## src/rtl/alert_driver.sv

```systemverilog
// rtl/alert_driver.sv - LED indicators and timed piezo beep patterns driven from debounced key levels
module alert_driver #(
    parameter int TONE_DIV = 25000,
    parameter int BEEP_LEN = 5000000,
    parameter int GAP_LEN  = 2500000,
    parameter int CNT_W    = 23
) (
    input  logic clk_50MHz,
    input  logic reset,
    input  logic key_on,
    input  logic key_off,
    input  logic key_err,
    input  logic key_open,
    input  logic key_buzzer,
    output logic led_on,
    output logic led_err,
    output logic led_open,
    output logic buzzer_out,
    output logic busy
);

    localparam int TW = $clog2(TONE_DIV);

    typedef enum logic [1:0] {
        IDLE = 2'd0,
        BEEP = 2'd1,
        GAP  = 2'd2
    } state_t;

    state_t           state, state_n;
    logic [1:0]       beeps_left, beeps_n;
    logic [CNT_W-1:0] dur_cnt, dur_n;
    logic [TW-1:0]    tone_cnt, tone_n;
    logic             buz_n;

    logic prev_on, prev_off, prev_err, prev_buzzer;
    logic ev_on, ev_off, ev_err, ev_buzzer;
    logic pat_ev;
    logic [1:0] pat_cnt;

    assign ev_on     = key_on & ~prev_on;
    assign ev_off    = key_off & ~prev_off;
    assign ev_err    = key_err & ~prev_err;
    assign ev_buzzer = key_buzzer & ~prev_buzzer;
    assign pat_ev    = ev_err | ev_off | ev_on | ev_buzzer;
    assign busy      = (state != IDLE);

    // Beep count of the highest-priority event this cycle (err > off > on > buzzer)
    always_comb begin
        pat_cnt = 2'd1;
        if (ev_err) begin
            pat_cnt = 2'd3;
        end else if (ev_off) begin
            pat_cnt = 2'd2;
        end
    end

    // Edge-detect history and LED indicators
    always_ff @(posedge clk_50MHz or posedge reset) begin
        if (reset) begin
            prev_on     <= 1'b0;
            prev_off    <= 1'b0;
            prev_err    <= 1'b0;
            prev_buzzer <= 1'b0;
            led_on      <= 1'b0;
            led_err     <= 1'b0;
            led_open    <= 1'b0;
        end else begin
            prev_on     <= key_on;
            prev_off    <= key_off;
            prev_err    <= key_err;
            prev_buzzer <= key_buzzer;
            led_open    <= key_open;
            // off beats on when both arrive together
            if (ev_off) begin
                led_on <= 1'b0;
            end else if (ev_on) begin
                led_on <= 1'b1;
            end
            // a fresh error survives a simultaneous off
            if (ev_err) begin
                led_err <= 1'b1;
            end else if (ev_off) begin
                led_err <= 1'b0;
            end
        end
    end

    // Pattern sequencer: next state, counters and tone level
    always_comb begin
        state_n = state;
        beeps_n = beeps_left;
        dur_n   = dur_cnt;
        tone_n  = tone_cnt;
        buz_n   = buzzer_out;
        case (state)
            IDLE: begin
                buz_n = 1'b0;
                if (pat_ev) begin
                    state_n = BEEP;
                    beeps_n = pat_cnt;
                    dur_n   = '0;
                    tone_n  = '0;
                    buz_n   = 1'b1;
                end
            end
            BEEP: begin
                if (tone_cnt == TW'(TONE_DIV - 1)) begin
                    tone_n = '0;
                    buz_n  = ~buzzer_out;
                end else begin
                    tone_n = tone_cnt + TW'(1);
                end
                if (dur_cnt == CNT_W'(BEEP_LEN - 1)) begin
                    buz_n   = 1'b0;
                    dur_n   = '0;
                    beeps_n = beeps_left - 2'd1;
                    state_n = (beeps_left == 2'd1) ? IDLE : GAP;
                end else begin
                    dur_n = dur_cnt + CNT_W'(1);
                end
            end
            GAP: begin
                buz_n = 1'b0;
                if (dur_cnt == CNT_W'(GAP_LEN - 1)) begin
                    state_n = BEEP;
                    dur_n   = '0;
                    tone_n  = '0;
                    buz_n   = 1'b1;
                end else begin
                    dur_n = dur_cnt + CNT_W'(1);
                end
            end
            default: begin
                state_n = IDLE;
                buz_n   = 1'b0;
            end
        endcase
        // an error restarts any running pattern from its first beep
        if (state != IDLE && ev_err) begin
            state_n = BEEP;
            beeps_n = 2'd3;
            dur_n   = '0;
            tone_n  = '0;
            buz_n   = 1'b1;
        end
    end

    // Sequencer state register
    always_ff @(posedge clk_50MHz or posedge reset) begin
        if (reset) begin
            state      <= IDLE;
            beeps_left <= 2'd0;
            dur_cnt    <= '0;
            tone_cnt   <= '0;
            buzzer_out <= 1'b0;
        end else begin
            state      <= state_n;
            beeps_left <= beeps_n;
            dur_cnt    <= dur_n;
            tone_cnt   <= tone_n;
            buzzer_out <= buz_n;
        end
    end

endmodule

```

## config.mk

```make
export PLATFORM = sky130hd
export DESIGN_NAME = alert_driver
export DESIGN_NICKNAME = d
export VERILOG_FILES = /design/src/rtl/alert_driver.sv
export SDC_FILE = /design/constraint.sdc
export NUM_CORES = 1
export LEC_CHECK = 0
export CAP_MARGIN = 20
export CORE_ASPECT_RATIO = 1.25
export CORE_MARGIN = 3
export CORE_UTILIZATION = 58
export CTS_CLUSTER_SIZE = 25
export DETAILED_ROUTE_END_ITERATION = 10
export PLACE_DENSITY_LB_ADDON = 0.08
export RECOVER_POWER = 50
export SYNTH_ARGS = -nofsm -noshare
export SYNTH_HDL_FRONTEND = slang
export SYNTH_SLANG_ARGS = --single-unit
export TNS_END_PERCENT = 100
```

## constraint.sdc

```tcl
create_clock -name clk_50MHz -period 5 [get_ports clk_50MHz]
set_input_delay 0.5 -clock clk_50MHz [delete_from_list [all_inputs] [get_ports clk_50MHz]]
set_output_delay 0.5 -clock clk_50MHz [all_outputs]
set_load 0.02 [all_outputs]
```

After elaboration in Yosys (flattened, before gate mapping)
Index checks and enable logic that the tools add are counted.
{ "totals": {"reg_bits": 50, "latchBits": 0, "ram_bits": 0, "mem_bits_ro": 0, "in_bits": 7, "output_inout_bits": 5, "elab_cells": 80, "n_memories": 0} }
{ "op_classes": {"add_sub_neg": 3, "n_mul": 0, "div": 0, "n_lt_le_gt_ge": 0, "n_eq_ne": 10, "shifts": 0, "n_mux": 32, "n_bitwise": 12, "n_reduce_logical": 11} }
{ "op_table": {"columns": ["op", "n"], "rows": [
  ["23-bit two-way mux", 4],
  ["23-bit one-hot mux with 3 select lines", 1],
  ["15-bit two-way mux", 4],
  ["15-bit one-hot mux with 3 select lines", 1],
  ["23-bit by 1-bit adder with 23-bit output, second input constant", 1],
  ["23-bit by 22-bit == test with 1-bit output, second input constant", 1],
  ["23-bit == test, second input constant", 1],
  ["2-bit two-way mux", 10],
  ["15-bit by 1-bit adder with 15-bit output, second input constant", 1],
  ["15-bit == test, second input constant", 1],
  ["1-bit two-way mux", 9],
  ["3-bit inequality test, second input constant", 3],
  ["3-bit AND reduction", 3],
  ["2-bit one-hot mux with 3 select lines", 1],
  ["2-bit nonzero test", 3],
  ["1-bit inverter", 5],
  ["1-bit AND", 4],
  ["2-bit by 1-bit == test with 1-bit output, second input constant", 2],
  ["4-bit inequality test, second input constant", 1],
  ["2-bit one-hot mux with 2 select lines", 1],
  ["4-bit nonzero test", 1],
  ["1-bit bitwise OR", 3],
  ["1-bit one-hot mux with 3 select lines", 1],
  ["3-bit nonzero test", 1],
  ["other kinds (5)", 5]
]} }

Depth between registers and ports, before layout
Gate-level depths: netlist (run 1).
{ "depth": {"ltp_word": 8, "depth_mapped": 9, "depth_no_buf": 8} }

Least setup slack after synthesis (run 1)
OpenSTA, ideal clock, no wires.
{ "synth_path": {"path_kind": "reg2reg", "start": "reg dur_cnt[12]", "end": "reg tone_cnt[5]", "setup_ps": 103, "arrival_time_ps": 2543, "required_time_ps": 4897, "setup_slack_ps": 2353, "path_stages_with_launch": 8, "path_buffers": 1, "synth_period_minus_slack_ps": 2647, "path_cell_list": "dfrtp_1 or4_1 nand4bb_1 or3_1 a311o_1 or2_4 buf_6 o41ai_2"} }
{ "synth_via": {"elab_chain_len": 3} }
{ "synth_rtl": {"columns": ["item", "line_no", "text"], "rows": [
  ["start: declaration", "32", "logic [CNT_W-1:0] dur_cnt, dur_n;"],
  ["start signal: assignment", "160", "dur_cnt <= dur_n;"],
  ["23-bit by 22-bit == test with 1-bit output", "125", "if (dur_cnt == CNT_W'(GAP_LEN - 1)) begin"],
  ["3-bit inequality test (no source line)", null, null],
  ["3-bit AND reduction (no source line)", null, null],
  ["end signal: assignment", "161", "tone_cnt <= tone_n;"],
  ["end: declaration", "33", "logic [TW-1:0] tone_cnt, tone_n;"]
]} }
No other way between the ends.
A chain may end at the register's enable or synchronous reset.

Worst setup path in the final report (run 1)
{ "layout_path": {"start": "reg dur_cnt[12]", "end": "reg tone_cnt[10]"} }
Same word-level chain as after synthesis.

==> results.md, run 1 <==
* Status: complete, but fails checks
* Failing checks: max-capacitance violations, max-slew violations
* Port Buf Inserts at 11
* Worst Path Required at ~5.2 ns
* DR vias/cell at 6.18
* Main synth FF type: dfrtp_1
* Cts hold-fix bufs at 0
* Fillers at about 390
* Post-synth EDFFs at 0
* ANT nets after route at 0
* 1st-iter DRT viols at about 120
* Root Buffer Master: clkbuf_8
* Slew @ Worst Pin at 1.83 ns
* Post-synth net total at 303
* Setup violators final at 0
* Setup slack at placement at 1.87 ns
* Fmax at roughly 0.32 GHz
* Global route overflow at 0
* Mapped Area at ~2700 µm²
* Layout area overhead at 9.45%
* H-tree depth at 2
* Core ar. at 4490 µm²
* Worst R2R End: tone_cnt[10]$_DFFE_PP0P_
* Crit share post-route at 0.622
* Post-route cell area at between 2000 and 3000 µm²
* Worst min path class: reg2reg
* Postcts setup bufs at 0
* MaxCap Viol Count at 1
* Sequential area share after synthesis at 0.457
* Clock insertion delay at the later pin of the skew report at around 0.3 ns
* Initial Utilization at 0.610
* Period minus WS final at 3.11 ns
* Pin count of the biggest net entering global routing at 51
* Die ar. at 5590 µm²
* Crit start category: flip-flop
* Pwr per Cell Area at 411 nW/µm²
* FF+latch count, synth at 50
* Non-filler cells, final at 362
* GRT Util Overall at 0.231
* CP max FO at 18
* Setup repair after global routing missed its margin: no
* Beginning of the critical path: dur_cnt[12]$_DFFE_PP0P_
* Post-Route Skew at 0.00775 ns
* Critical R2R Launch: dur_cnt[12]$_DFFE_PP0P_
* Max-slew violations at 36
* DRC at 0
* DPL Wire Length at 4040 µm
* Layout cells sized above 1 at 0.0493
* TritonCTS clock tree: done
* Yosys cell types at 46
* Yosys warning count at 0
* Clk slew on worst S/H paths at 0.09 ns
* CTS max path bufs at 2
* Die Height at 82.8 µm
* Crit Path Class: reg2reg
* Setup WS post-layout at 1.89 ns
* Total number of vias at about 2200
* Post-Route WL at 5850 µm
* First-pass GRT wire length at around 10000 µm
* R2R depth at 6
* CP arrival at 3.30 ns
* Tot Pwr at 1.23 mW
* Area post-placement at 2900 µm²
* Hold_ws at 0.511 ns
* Asr flop ratio synth at 1.00
* Number of top-level pins at 12
* Vias in the first global route at 2195
* R2r setup slk at 1.89 ns
* Row Count at 27
* Syn Area/Cell at 9.48 µm²
* Final Hold Vio Count at 0
* CP Capture Type: flip-flop
* Wire length per cell at 16.2 µm
* Pre-antenna DRT Iters at 4
* Layout Nets at 317
* VDD IR max at 309 µV
* Post-layout util at 0.668
* Setup TNS at 0 ns
* Post-Place Cells at 353
* Leakage at 1.25 nW
* Worst Setup EP: tone_cnt[10]$_DFFE_PP0P_
* Slew margin rel. at -0.219
* N_diodes at 0
* Syn Inst Count at 289
* CTS Sinks at 50
* Post-cts resize count at 0
* Die Wd at 67.5 µm
* CTS buffer count at 5
* Initial antenna violation count at 0
* GP Congestion at 0.837
==> per-layer routing <==
metal  vias to the layer above  wire (µm)  global-route usage  part of all wire
li1                       1080          -                   -                 -
met1                      1097       2520               0.289              0.43
met2                        48       3000               0.379              0.51
met3                        11        204              0.0501             0.035
met4                         0        121              0.0904             0.021
met5                         -          0                   0                 0
==> Yosys cell counts (all sizes together) (2+ instances only) <==
master	count	share of area
or3	4	0.0091
nand4	14	0.032
o41ai	7	0.031
and3	6	0.014
and2	3	0.0069
nand2	17	0.023
nor2	39	0.053
nand3	16	0.029
o21ai	20	0.037
ha	7	0.032
mux2i	3	0.011
nor2b	11	0.025
nand3b	2	0.0055
nor3	4	0.0073
and4	2	0.0064
inv	12	0.016
xnor2	7	0.022
xor2	11	0.035
o31ai	8	0.022
or4	5	0.014
clkbuf	6	0.0082
dfrtp	50	0.46
or2	3	0.0078
nor4bb	6	0.022
a31oi	4	0.0091
a21oi	5	0.0091
==> sequential cells by signal (all words and copies together), names as in the netlist, 2 cells and up <==
signal and cells:
dur_cnt 23, tone_cnt 15, beeps_left 2, state 2
==> power by group <==
part / internal [mW] / total, mW / switching, mW / leakage, nW
Sequential: 0.443 / 0.484 / 0.0405 / 0.668
Clock: 0.112 / 0.244 / 0.132 / 0.0482
Combinational: 0.173 / 0.505 / 0.331 / 0.536
==> cell type report <==
| type | count | area (µm²) | area share |
|---|---|---|---|
| well taps | 58 | 72.6 | 0.0242 |
| repair buffers | 14 | 129 | 0.0430 |
| inverters | 12 | 45.0 | 0.0150 |
| clock buffers | 7 | 86.3 | 0.0288 |
| clock inverters | 1 | 5.00 | 0.00167 |
| multi-input cells | 220 | 1410 | 0.470 |
| flip-flops and latches | 50 | 1250 | 0.417 |
==> layout by cell type, fill, tap and decap left out, drive strengths merged, types with 5 or more instances in the layout <==
cell type and instances:
clkbuf 8, nor4bb 6, nor2 39, xor2 11, nand3 16, o31ai 8, xnor2 7, o21ai 20
clkdlybuf4s50 5, nand2 17, a21oi 5, nor2b 11, nand4 14, or4 5, and3 6, o41ai 7
inv 12, ha 7, dfrtp 50, dlygate4sd3 6
==> worst min-delay path by stage <==
stage	from	endpoint	slack, ns	cells past startpoint
after floorplan	tone_cnt[14]$_DFFE_PP0P_	tone_cnt[14]$_DFFE_PP0P_	0.46	1
after global placement	tone_cnt[14]$_DFFE_PP0P_	tone_cnt[14]$_DFFE_PP0P_	0.49	1
after detailed placement	tone_cnt[14]$_DFFE_PP0P_	tone_cnt[14]$_DFFE_PP0P_	0.49	1
after CTS	tone_cnt[14]$_DFFE_PP0P_	tone_cnt[14]$_DFFE_PP0P_	0.51	1
after global routing	tone_cnt[14]$_DFFE_PP0P_	tone_cnt[14]$_DFFE_PP0P_	0.53	1
final	tone_cnt[14]$_DFFE_PP0P_	tone_cnt[14]$_DFFE_PP0P_	0.51	1
==> cells by family (layout without fill, tap and decap cells) <==
| family | after synthesis | after routing | share of synthesized area |
|---|---|---|---|
| multiplexers | 3 | 3 | 0.0110 |
| adder cells (fa/ha/maj) | 7 | 7 | 0.0320 |
| AO/OA/AOI/OAI | 55 | 55 | 0.143 |
| buffers and inverters | 19 | 34 | 0.0288 |
| XOR/XNOR | 18 | 18 | 0.0575 |
| AND/OR/NAND/NOR | 137 | 137 | 0.271 |
| flip-flops | 50 | 50 | 0.457 |
==> critical path, stage by stage (launching register included) <==
cell	delay, ns
dfrtp_1	0.44
or4_1	0.57
nand4bb_1	0.25
or3_1	0.40
a311o_1	0.55
or2_4	0.42
o41ai_1	0.37
Note: power is estimated with default switching activity, not from simulation.
==> inputs of run 2 (changes only) <==
- CORE_UTILIZATION: 58 -> 54
- clock period: 5 -> 2.84 ns (I/O delays scaled with it)
==> results.md, run 2 (synthesis gave the netlist of run 1 again) <==
* Port Buf Inserts at 11
* Critical R2R Launch: dur_cnt[15]$_DFFE_PP0P_
* N_diodes at 0
* Cts hold-fix bufs at 0
* Worst Path Required at 3.04 ns
* Setup TNS at 0 ns
* Row Count at 28
* DR vias/cell at 5.96
* DRC at 0
* Worst R2R End: tone_cnt[10]$_DFFE_PP0P_
* Hold path endpoint: tone_cnt[14]$_DFFE_PP0P_
* Post-Route Skew at 0.00411 ns
* Max reg flops at 23
* Initial Utilization at 0.567
* Global route overflow at 0
* Multi-input logic area at 1420 µm²
* GP Congestion at 0.815
* Die ar. at 5970 µm²
* CP max FO at 13
* Postcts setup bufs at 0
* CTS Sinks at 50
* Max layer used: met4
* R2r setup slk at 0.11 ns
* H-tree depth at 2
* Crit start category: flip-flop
* Slew margin rel. at 0.486
* Commonest non-fill, non-tap cell in the layout: dfrtp_1
* Setup repair after global routing missed its margin: no
* Vias in the first global route at 2151
* First-pass GRT wire length at a little over 10000 µm
* DPL Wire Length at 4060 µm
* Tot Pwr at 2.28 mW
* DRT met1 WL at 2630 µm
* Core ar. at ~4800 µm²
* Layout Nets at 325
* CP arrival at 2.93 ns
* Hold wc startpoint: tone_cnt[14]$_DFFE_PP0P_
* ANT nets after route at 0
* Final Hold Vio Count at 0
* Period minus WS final at 2.73 ns
* Pre-antenna DRT Iters at 4
* Worst Path Buf+Inv at 0
* CP Capture Type: flip-flop
* Hold_ws at 0.510 ns
* MaxCap Viol Count at 0
* GRT Util Overall at 0.208
* Crit Path Class: reg2reg
* CTS buffer count at 5
* Post-Route WL at 5680 µm
* Commonest cells after routing, fill and taps aside: dfrtp_1, nor2_1, nand2_1
* Total number of vias at approximately 2200
* CTS max path bufs at 2
* Wire length per cell at between 15 and 20 µm
* Crit share post-route at 0.962
* Initial antenna violation count at 0
* Pin count of the biggest net entering global routing at 31
* Die Height at 85.6 µm
* Slowest CP cell: or4_1
* Root Buffer Master: clkbuf_8
* Post-cts resize count at 0
* Leakage at 1.30 nW
* Cell family with most CP delay: simple AND/OR/NAND/NOR gates
* Fmax at 0.366 GHz
* VDD IR max at 423 µV
* Met3 wire len at 189 µm
* Clock insertion delay at the later pin of the skew report at 0.30 ns
* Crit-path max cell delay at 0.53 ns
* Clk slew on worst S/H paths at roughly 0.09 ns
* Number of top-level pins at 12
* Hold depth at 1
* TritonCTS clock tree: done
* WL met2 at around 2800 µm
* Die Wd at 69.7 µm
* Worst min path class: reg2reg
* Fillers at 407
* Critical path cell sequence: or4_1, nand4bb_1, or3_1, a311o_1, or2_4, o41ai_1
* Status: finished, final reports clean
* 1st-iter DRT viols at 150
* Slew @ Worst Pin at between 0.7 and 0.8 ns
* Setup violators final at 0
* Pwr per Cell Area at 739 nW/µm²
* Top Registers: dur_cnt x23, tone_cnt x15
* Max-slew violations at 0
* Layout area overhead at 12.7%
* R2R depth at 6
* Reg with most FFs: dur_cnt
* Sequential cell area at 1250 µm²
* Layout cells sized above 1 at 0.0833
-- run 2: cell count changes in the layout (fill, tap and decap cells not counted), sizes merged --
cell	change
clkinv	-1
clkinvlp	+1
buf	+7
bufinv	+1
-- run 2: per-layer routing --
metal	track usage	up-vias
li1	-	1100
met1	0.277	1078
met2	0.338	33
met3	0.0434	6
met4	0.0784	0
met5	0	-
-- run 2: how the worst max path moves through the flow --
stage	start	to	slack [ns]	cells after the start
after floorplan	dur_cnt[12]$_DFFE_PP0P_	tone_cnt[5]$_DFFE_PP0P_	0.19	7
after global placement	dur_cnt[15]$_DFFE_PP0P_	tone_cnt[10]$_DFFE_PP0P_	0.19	6
after detailed placement	dur_cnt[15]$_DFFE_PP0P_	tone_cnt[10]$_DFFE_PP0P_	0.1	6
after CTS	dur_cnt[15]$_DFFE_PP0P_	tone_cnt[10]$_DFFE_PP0P_	0.11	6
after global routing	dur_cnt[15]$_DFFE_PP0P_	tone_cnt[13]$_DFFE_PP0P_	0.007	6
final	dur_cnt[15]$_DFFE_PP0P_	tone_cnt[10]$_DFFE_PP0P_	0.11	6
-- run 2: final cells by class --
cell class              count  area share
clock buffers               6      0.0235
inverters                  12      0.0146
multi-input cells         220       0.460
repair buffers             22      0.0603
clock inverters             2      0.0122
well taps                  60      0.0243
flip-flops and latches     50       0.405
-- run 2: report_power, final --
group          total (mW)  switching [mW]  internal (mW)
logic               0.937           0.581          0.356
clock network       0.496           0.233          0.263
registers           0.849          0.0687          0.781
-- run 2: worst register-to-register path, cell delays in order (launching register included) --
cell and delay, ns:
dfrtp_1 0.41, or4_1 0.53, nand4bb_1 0.24, or3_1 0.40, a311o_1 0.35, or2_4 0.34
o41ai_1 0.36
-- run 2: per-stage QoR --
stage | setup WS [ns] | util | area [µm²] | cells
final | 0.108 | 0.639 | 3090 | 372
after global routing | 0.00724 | 0.639 | 3090 | 372
after CTS | 0.108 | 0.638 | 3080 | 372
after detailed placement | 0.0958 | 0.615 | 2970 | 364
after global placement | 0.189 | 0.615 | 2970 | 364
after floorplan | 0.193 | - | 2740 | 289
